## config.mk

```make
export PLATFORM = sky130hd
export DESIGN_NAME = alu_hilo_flat
export DESIGN_NICKNAME = d
export VERILOG_FILES = /design/src/rtl/alu_hilo_if.sv /design/src/rtl/alu_hilo.sv /design/src/flat_wrapper.sv
export SDC_FILE = /design/constraint.sdc
export NUM_CORES = 1
export LEC_CHECK = 0
export CORE_ASPECT_RATIO = 1.25
export CORE_MARGIN = 10
export CORE_UTILIZATION = 30
export CTS_CLUSTER_SIZE = 30
export DETAILED_ROUTE_END_ITERATION = 10
export GPL_ROUTABILITY_DRIVEN = 0
export PLACE_DENSITY = 0.55
export SLEW_MARGIN = 20
export SYNTH_ARGS = -nofsm -noshare
export SYNTH_HDL_FRONTEND = slang
export SYNTH_SLANG_ARGS = --single-unit
```

## constraint.sdc

```tcl
create_clock -name clk -period 9.2 [get_ports clk]
set_input_delay 0.92 -clock clk [delete_from_list [all_inputs] [get_ports clk]]
set_output_delay 0.92 -clock clk [all_outputs]
set_load 0.01 [all_outputs]
```

## src/rtl/alu_hilo_if.sv

```systemverilog
// Operand, control and result bundle for the HI/LO ALU.
interface alu_hilo_if #(
    parameter int WIDTH = 32
);
    logic             op_valid;
    logic [5:0]       ctl;
    logic [WIDTH-1:0] a;
    logic [WIDTH-1:0] b;
    logic [4:0]       shamt;
    logic [WIDTH-1:0] result;
    logic             zero;
    logic             busy;
    logic             done;
    logic [WIDTH-1:0] hi;
    logic [WIDTH-1:0] lo;

    modport master (
        output op_valid, ctl, a, b, shamt,
        input  result, zero, busy, done, hi, lo
    );

    modport slave (
        input  op_valid, ctl, a, b, shamt,
        output result, zero, busy, done, hi, lo
    );
endinterface

```

## src/rtl/alu_hilo.sv

```systemverilog
// Combinational ALU with a multi-cycle unsigned restoring divider writing HI/LO.
module alu_hilo #(
    parameter int WIDTH = 32
) (
    input logic       clk,
    input logic       rst,
    alu_hilo_if.slave bus
);
    localparam logic [5:0] CTL_SLL  = 6'd0;
    localparam logic [5:0] CTL_MFHI = 6'd16;
    localparam logic [5:0] CTL_MFLO = 6'd18;
    localparam logic [5:0] CTL_DIVU = 6'd27;
    localparam logic [5:0] CTL_ADD  = 6'd32;
    localparam logic [5:0] CTL_SUB  = 6'd34;
    localparam logic [5:0] CTL_AND  = 6'd36;
    localparam logic [5:0] CTL_OR   = 6'd37;
    localparam logic [5:0] CTL_SLT  = 6'd42;

    typedef enum logic {IDLE, DIV} state_t;

    state_t           state_reg;
    state_t           state_next;
    logic [5:0]       cnt_reg;
    // Dividend bits shift out of the top while quotient bits shift in at the bottom.
    logic [WIDTH-1:0] dq_reg;
    logic [WIDTH-1:0] divisor_reg;
    logic [WIDTH-1:0] rem_reg;
    logic [WIDTH-1:0] hi_reg;
    logic [WIDTH-1:0] lo_reg;
    logic             done_reg;
    logic             busy;

    logic             accept;
    logic             last_step;
    logic [WIDTH:0]   rem_shift;
    logic [WIDTH:0]   rem_diff;
    logic             q_bit;
    logic [WIDTH-1:0] rem_step;
    logic [WIDTH-1:0] dq_step;
    logic [WIDTH-1:0] result;

    // A divide is only taken when idle; the done cycle is already idle.
    assign accept    = (state_reg == IDLE) && bus.op_valid && (bus.ctl == CTL_DIVU);
    assign last_step = (state_reg == DIV) && (cnt_reg == 6'(WIDTH - 1));

    // One restoring step: no borrow from the trial subtraction means remainder >= divisor.
    always_comb begin
        rem_shift = {rem_reg, dq_reg[WIDTH-1]};
        rem_diff  = rem_shift - {1'b0, divisor_reg};
        q_bit     = ~rem_diff[WIDTH];
        rem_step  = q_bit ? rem_diff[WIDTH-1:0] : rem_shift[WIDTH-1:0];
        dq_step   = {dq_reg[WIDTH-2:0], q_bit};
    end

    // Divider state register.
    always_ff @(posedge clk) begin
        if (!rst) begin
            state_reg <= IDLE;
        end else begin
            state_reg <= state_next;
        end
    end

    // Divider next-state logic.
    always_comb begin
        state_next = state_reg;
        case (state_reg)
            IDLE:    if (accept) state_next = DIV;
            DIV:     if (last_step) state_next = IDLE;
            default: state_next = IDLE;
        endcase
    end

    // Divider status output.
    always_comb begin
        busy = (state_reg == DIV);
    end

    // Divider datapath: load operands on accept, then one step per cycle.
    always_ff @(posedge clk) begin
        if (!rst) begin
            cnt_reg     <= '0;
            dq_reg      <= '0;
            divisor_reg <= '0;
            rem_reg     <= '0;
        end else if (accept) begin
            cnt_reg     <= '0;
            dq_reg      <= bus.a;
            divisor_reg <= bus.b;
            rem_reg     <= '0;
        end else if (state_reg == DIV) begin
            cnt_reg     <= cnt_reg + 6'd1;
            dq_reg      <= dq_step;
            rem_reg     <= rem_step;
        end
    end

    // HI/LO are written only by the final step; a reset mid-divide clears them instead.
    always_ff @(posedge clk) begin
        if (!rst) begin
            hi_reg   <= '0;
            lo_reg   <= '0;
            done_reg <= 1'b0;
        end else begin
            done_reg <= last_step;
            if (last_step) begin
                hi_reg <= rem_step;
                lo_reg <= dq_step;
            end
        end
    end

    // ALU result; independent of op_valid and of divider activity.
    always_comb begin
        result = '0;
        case (bus.ctl)
            CTL_ADD:  result = bus.a + bus.b;
            CTL_SUB:  result = bus.a - bus.b;
            CTL_AND:  result = bus.a & bus.b;
            CTL_OR:   result = bus.a | bus.b;
            CTL_SLT:  result = {{(WIDTH-1){1'b0}}, ($signed(bus.a) < $signed(bus.b))};
            CTL_SLL:  result = bus.b << bus.shamt;
            CTL_MFHI: result = hi_reg;
            CTL_MFLO: result = lo_reg;
            default:  result = '0;
        endcase
    end

    assign bus.result = result;
    assign bus.zero   = (result == '0);
    assign bus.busy   = busy;
    assign bus.done   = done_reg;
    assign bus.hi     = hi_reg;
    assign bus.lo     = lo_reg;
endmodule

```

## src/flat_wrapper.sv

```systemverilog
// flat-port wrapper written by rule: the top's interface ports become plain ports
module alu_hilo_flat 
#(
    parameter int WIDTH = 32
)
  (clk, rst, bus_op_valid, bus_ctl, bus_a, bus_b, bus_shamt, bus_result, bus_zero, bus_busy, bus_done, bus_hi, bus_lo);
  alu_hilo_if #(.WIDTH(WIDTH)) bus_i ();
  input logic clk;
  input logic rst;
  input wire logic [$bits(bus_i.op_valid)-1:0] bus_op_valid;
  input wire logic [$bits(bus_i.ctl)-1:0] bus_ctl;
  input wire logic [$bits(bus_i.a)-1:0] bus_a;
  input wire logic [$bits(bus_i.b)-1:0] bus_b;
  input wire logic [$bits(bus_i.shamt)-1:0] bus_shamt;
  output wire logic [$bits(bus_i.result)-1:0] bus_result;
  output wire logic [$bits(bus_i.zero)-1:0] bus_zero;
  output wire logic [$bits(bus_i.busy)-1:0] bus_busy;
  output wire logic [$bits(bus_i.done)-1:0] bus_done;
  output wire logic [$bits(bus_i.hi)-1:0] bus_hi;
  output wire logic [$bits(bus_i.lo)-1:0] bus_lo;
  assign bus_i.op_valid = bus_op_valid;
  assign bus_i.ctl = bus_ctl;
  assign bus_i.a = bus_a;
  assign bus_i.b = bus_b;
  assign bus_i.shamt = bus_shamt;
  assign bus_result = bus_i.result;
  assign bus_zero = bus_i.zero;
  assign bus_busy = bus_i.busy;
  assign bus_done = bus_i.done;
  assign bus_hi = bus_i.hi;
  assign bus_lo = bus_i.lo;
  alu_hilo #(.WIDTH(WIDTH)) u_core (.clk(clk), .rst(rst), .bus(bus_i));
endmodule
```

==> run_summary.xml <==
<?xml version="1.0" encoding="UTF-8"?>
<metrics>
  <group name="run_status">
    <metric name="run_status" unit="">complete, no violations</metric>
  </group>
  <group name="timing">
    <metric name="finalSetupTns" unit="ns">0</metric>
    <metric name="worst_slew_margin_rel" unit="">0.325</metric>
    <metric name="timing.fmax" unit="GHz">0.127</metric>
    <metric name="finalMaxSlewViolations" unit="">0</metric>
    <metric name="period_needed" unit="ns">7.88</metric>
    <metric name="worst_pin_slew" unit="ns">0.987</metric>
    <metric name="finalHoldViolCount" unit="">0</metric>
    <metric name="report.final.setup_viol" unit="">0</metric>
    <metric name="fin_crit_sh" unit="">0.857</metric>
    <metric name="grt_setup_unrepaired" unit="">false</metric>
    <metric name="final.setup_skew" unit="ns">0.0101</metric>
  </group>
  <group name="routing">
    <metric name="detail_route.wirelength" unit="mm">67.1</metric>
    <metric name="remaining_number_of_nets_flagged_by_the_antenna_check_after_routing" unit="">0</metric>
    <metric name="wire_per_inst" unit="um">23.1</metric>
    <metric name="vias" unit="">17000</metric>
    <metric name="drcViolationCount" unit="">0</metric>
    <metric name="post_drt_via_cell_ratio" unit="">5.86</metric>
    <metric name="drt_iter0_markers" unit="">1636</metric>
    <metric name="drt_pass1_iterations" unit="">6</metric>
  </group>
  <group name="setup_path">
    <metric name="start_kind" unit="">primary input</metric>
    <metric name="timing.setup.critical_path_class" unit="">primary input to output port</metric>
    <metric name="critical_path_required" unit="ns">8.28</metric>
    <metric name="cp.arrival" unit="ns">6.96</metric>
    <metric name="timing.critical_path.to_type" unit="">output port</metric>
    <metric name="timing.critical_path.fanout_max" unit="">12</metric>
  </group>
  <group name="clock_tree">
    <metric name="cts.path.max_buffers" unit="">2</metric>
    <metric name="htreeDepth" unit="">4</metric>
    <metric name="cts_sinks" unit="">168</metric>
    <metric name="cts_root_buffer" unit="">clkbuf_16</metric>
    <metric name="cts.hold.buffers_added" unit="">0</metric>
    <metric name="clk_latency" unit="ns">0.44</metric>
    <metric name="cts_buffers" unit="">17</metric>
    <metric name="clkTransAtPathRegs" unit="ns">0.06</metric>
    <metric name="buffer_count_from_post_cts_setup_fixing" unit="">0</metric>
    <metric name="post_cts_resized" unit="">0</metric>
    <metric name="cts_tree" unit="">done</metric>
  </group>
  <group name="floorplanning">
    <metric name="die-height" unit="um">276</metric>
    <metric name="initial_core_util" unit="">0.305</metric>
    <metric name="placement_rows" unit="">93</metric>
    <metric name="die_area" unit="sq um">62200</metric>
    <metric name="placeable_core_region" unit="sq um">51800</metric>
    <metric name="die-width" unit="um">225</metric>
    <metric name="io-pin-count" unit="">177</metric>
  </group>
  <group name="cells_and_area">
    <metric name="layout-drive-gt1-share" unit="">0.0501</metric>
    <metric name="syn2layout_area_growth" unit="%">18.3</metric>
    <metric name="fillerInstances" unit="">5429</metric>
    <metric name="final_nets" unit="">2436</metric>
    <metric name="utilization" unit="">0.360</metric>
  </group>
  <group name="synthesis">
    <metric name="number_of_flops_mapped_to_enable_cells_by_yosys" unit="">0</metric>
    <metric name="synth_cells" unit="">2146</metric>
    <metric name="synth.distinct_cells" unit="">82</metric>
    <metric name="ys_seq_elements" unit="">168</metric>
    <metric name="avgSynthCellArea" unit="sq um">7.35</metric>
    <metric name="synth-async-reset-ratio" unit="">0</metric>
    <metric name="ys.warnings.count" unit="">0</metric>
    <metric name="mappedNetlistArea" unit="sq um">15800</metric>
    <metric name="synth.net_count" unit="">2360</metric>
    <metric name="top_reg_cell_synth" unit="">dfxtp_1</metric>
    <metric name="seq_total_area_yosys" unit="">0.213</metric>
  </group>
  <group name="place">
    <metric name="port-buffer-count" unit="">176</metric>
    <metric name="detailed_place_hpwl" unit="mm">52.5</metric>
  </group>
  <group name="grt">
    <metric name="first_global_vias" unit="">16500</metric>
    <metric name="overflow" unit="">0</metric>
    <metric name="maximum_number_of_pins_on_one_net_before_global_route_repair" unit="">91</metric>
    <metric name="first_pass_grt_wire_length" unit="mm">102</metric>
    <metric name="antenna_found_initial" unit="">4</metric>
    <metric name="groute.usage.overall" unit="">0.209</metric>
  </group>
  <group name="run">
    <metric name="max-cap-violations" unit="">0</metric>
  </group>
  <group name="hold_path">
    <metric name="hp-class" unit="">flop to flop</metric>
  </group>
  <group name="power">
    <metric name="vdd_ir_drop_max" unit="mV">0.0993</metric>
    <metric name="p_leak" unit="nW">7.27</metric>
    <metric name="p_per_area" unit="nW/um^2">119</metric>
  </group>
</metrics>
==> critical path: stages <==
cell and delay [ns]:
clkdlybuf4s50_1 0.71, inv_1 0.12, ha_1 0.47, or4b_2 0.73
nand4_1 0.12, o21ba_2 0.20, o31ai_1 0.62, a31oi_1 0.22
o22ai_1 0.34, a221oi_1 0.19, a2111o_1 0.46, or4b_1 0.60
nor4b_2 0.43, and4b_1 0.26, clkdlybuf4s50_1 0.55
==> cell usage in the layout (no fill, tap or decap), types with 21 or more instances in the layout <==
| cell type | netlist | routed |
|---|---|---|
| nand3_1 | 36 | 36 |
| xnor2_1 | 27 | 26 |
| a21o_1 | 28 | 28 |
| inv_1 | 137 | 137 |
| o21ai_0 | 152 | 152 |
| a211oi_1 | 31 | 31 |
| o211ai_1 | 34 | 34 |
| mux2i_1 | 54 | 54 |
| a21oi_1 | 203 | 203 |
| ha_1 | 133 | 133 |
| clkdlybuf4s50_1 | 0 | 172 |
| nor2_1 | 136 | 135 |
| a22oi_1 | 49 | 49 |
| nand2_1 | 296 | 296 |
| a21boi_0 | 97 | 97 |
| nand2b_1 | 21 | 21 |
| buf_4 | 0 | 22 |
| dfxtp_1 | 168 | 167 |
| nor3_1 | 31 | 30 |
==> cells by family (layout without fill, tap and decap cells) <==
logic type,Yosys count,in the layout,synth area share
AO/OA/AOI/OAI,781,781,0.325
adder cells (fa/ha/maj),136,136,0.109
buffers and inverters,278,366,0.0677
other,0,3,0
AND/OR/NAND/NOR,650,650,0.189
XOR/XNOR,43,43,0.0239
flip-flops,168,168,0.213
multiplexers,90,90,0.0723
==> path summary, 6_finish.rpt <==
| path | from | end | slack (ns) | cells after the start |
|---|---|---|---|---|
| worst max-delay path | bus_b[7] | bus_zero | 1.32 | 15 |
| worst max register to register | u_core.dq_reg[31]$_SDFFE_PN0P_ | u_core.bus.hi[3]$_SDFFE_PN0P_ | 5.07 | 14 |
| worst min register to register | u_core.divisor_reg[11]$_SDFFE_PN0P_ | u_core.divisor_reg[11]$_SDFFE_PN0P_ | 0.47 | 2 |
| worst min-delay path | u_core.divisor_reg[11]$_SDFFE_PN0P_ | u_core.divisor_reg[11]$_SDFFE_PN0P_ | 0.47 | 2 |
==> metrics by stage <==
step                      setup slack, ns  cells  hold WS [ns]  area (sq um)  total power [W]
after detailed placement             1.42   2868         0.463         18000          0.00139
after floorplan                      3.68   2146         0.443         15800          0.00116
final                                1.32   2902         0.471         18700          0.00222
after CTS                            1.40   2899         0.472         18700          0.00222
after global routing                 1.22   2902         0.497         18700          0.00232
after global placement               1.63   2868         0.455         18000          0.00138
==> synthesized netlist by cell type (12+ instances only) <==
library cell,number,area share
xnor2_1,27,0.015
nor2_1,136,0.032
inv_1,137,0.033
dfxtp_1,168,0.21
and2_1,21,0.0083
a21o_1,28,0.013
nand2b_1,21,0.0083
a211oi_1,31,0.015
o21a_1,16,0.0076
a31oi_1,18,0.0071
a21oi_1,203,0.064
buf_1,12,0.0029
or3_1,12,0.0048
ha_1,133,0.11
nor2b_1,14,0.0056
a221oi_1,13,0.0072
o31ai_1,16,0.0076
and3_1,14,0.0056
o21ai_0,152,0.048
o21bai_1,13,0.0062
nand3_1,36,0.011
mux2_2,18,0.013
nor3_1,31,0.0098
nor4_1,16,0.0063
a22oi_1,49,0.023
mux2i_1,54,0.034
xor2_1,16,0.0089
mux4_2,16,0.023
o211ai_1,34,0.016
clkbuf_1,119,0.028
nand2_1,296,0.070
a21boi_0,97,0.046
nand4_1,16,0.0063
==> power breakdown <==
part           internal, W  total, W  switching, W
clock network     0.000519  0.000836      0.000316
registers         0.000729  0.000731    0.00000207
logic             0.000243  0.000654      0.000411
==> metal layers <==
| layer | track usage | share of wire |
|---|---|---|
| met1 | 0.255 | 0.40 |
| met2 | 0.345 | 0.47 |
| met3 | 0.0298 | 0.073 |
| met4 | 0.117 | 0.059 |
| met5 | 0 | 0 |
==> final cells by class <==
| class | count | area, sq um | share of cell area |
|---|---|---|---|
| multi-input combinational | 1700 | 11400 | 0.609 |
| sequential | 168 | 3370 | 0.180 |
| timing repair buffer | 197 | 1900 | 0.102 |
| tap | 665 | 832 | 0.0446 |
| inverter | 138 | 519 | 0.0278 |
| clock buffer | 18 | 439 | 0.0235 |
| clock inverter | 13 | 239 | 0.0128 |
| antenna | 3 | 7.51 | 0.000402 |
Power figures use the tool's default switching activity.
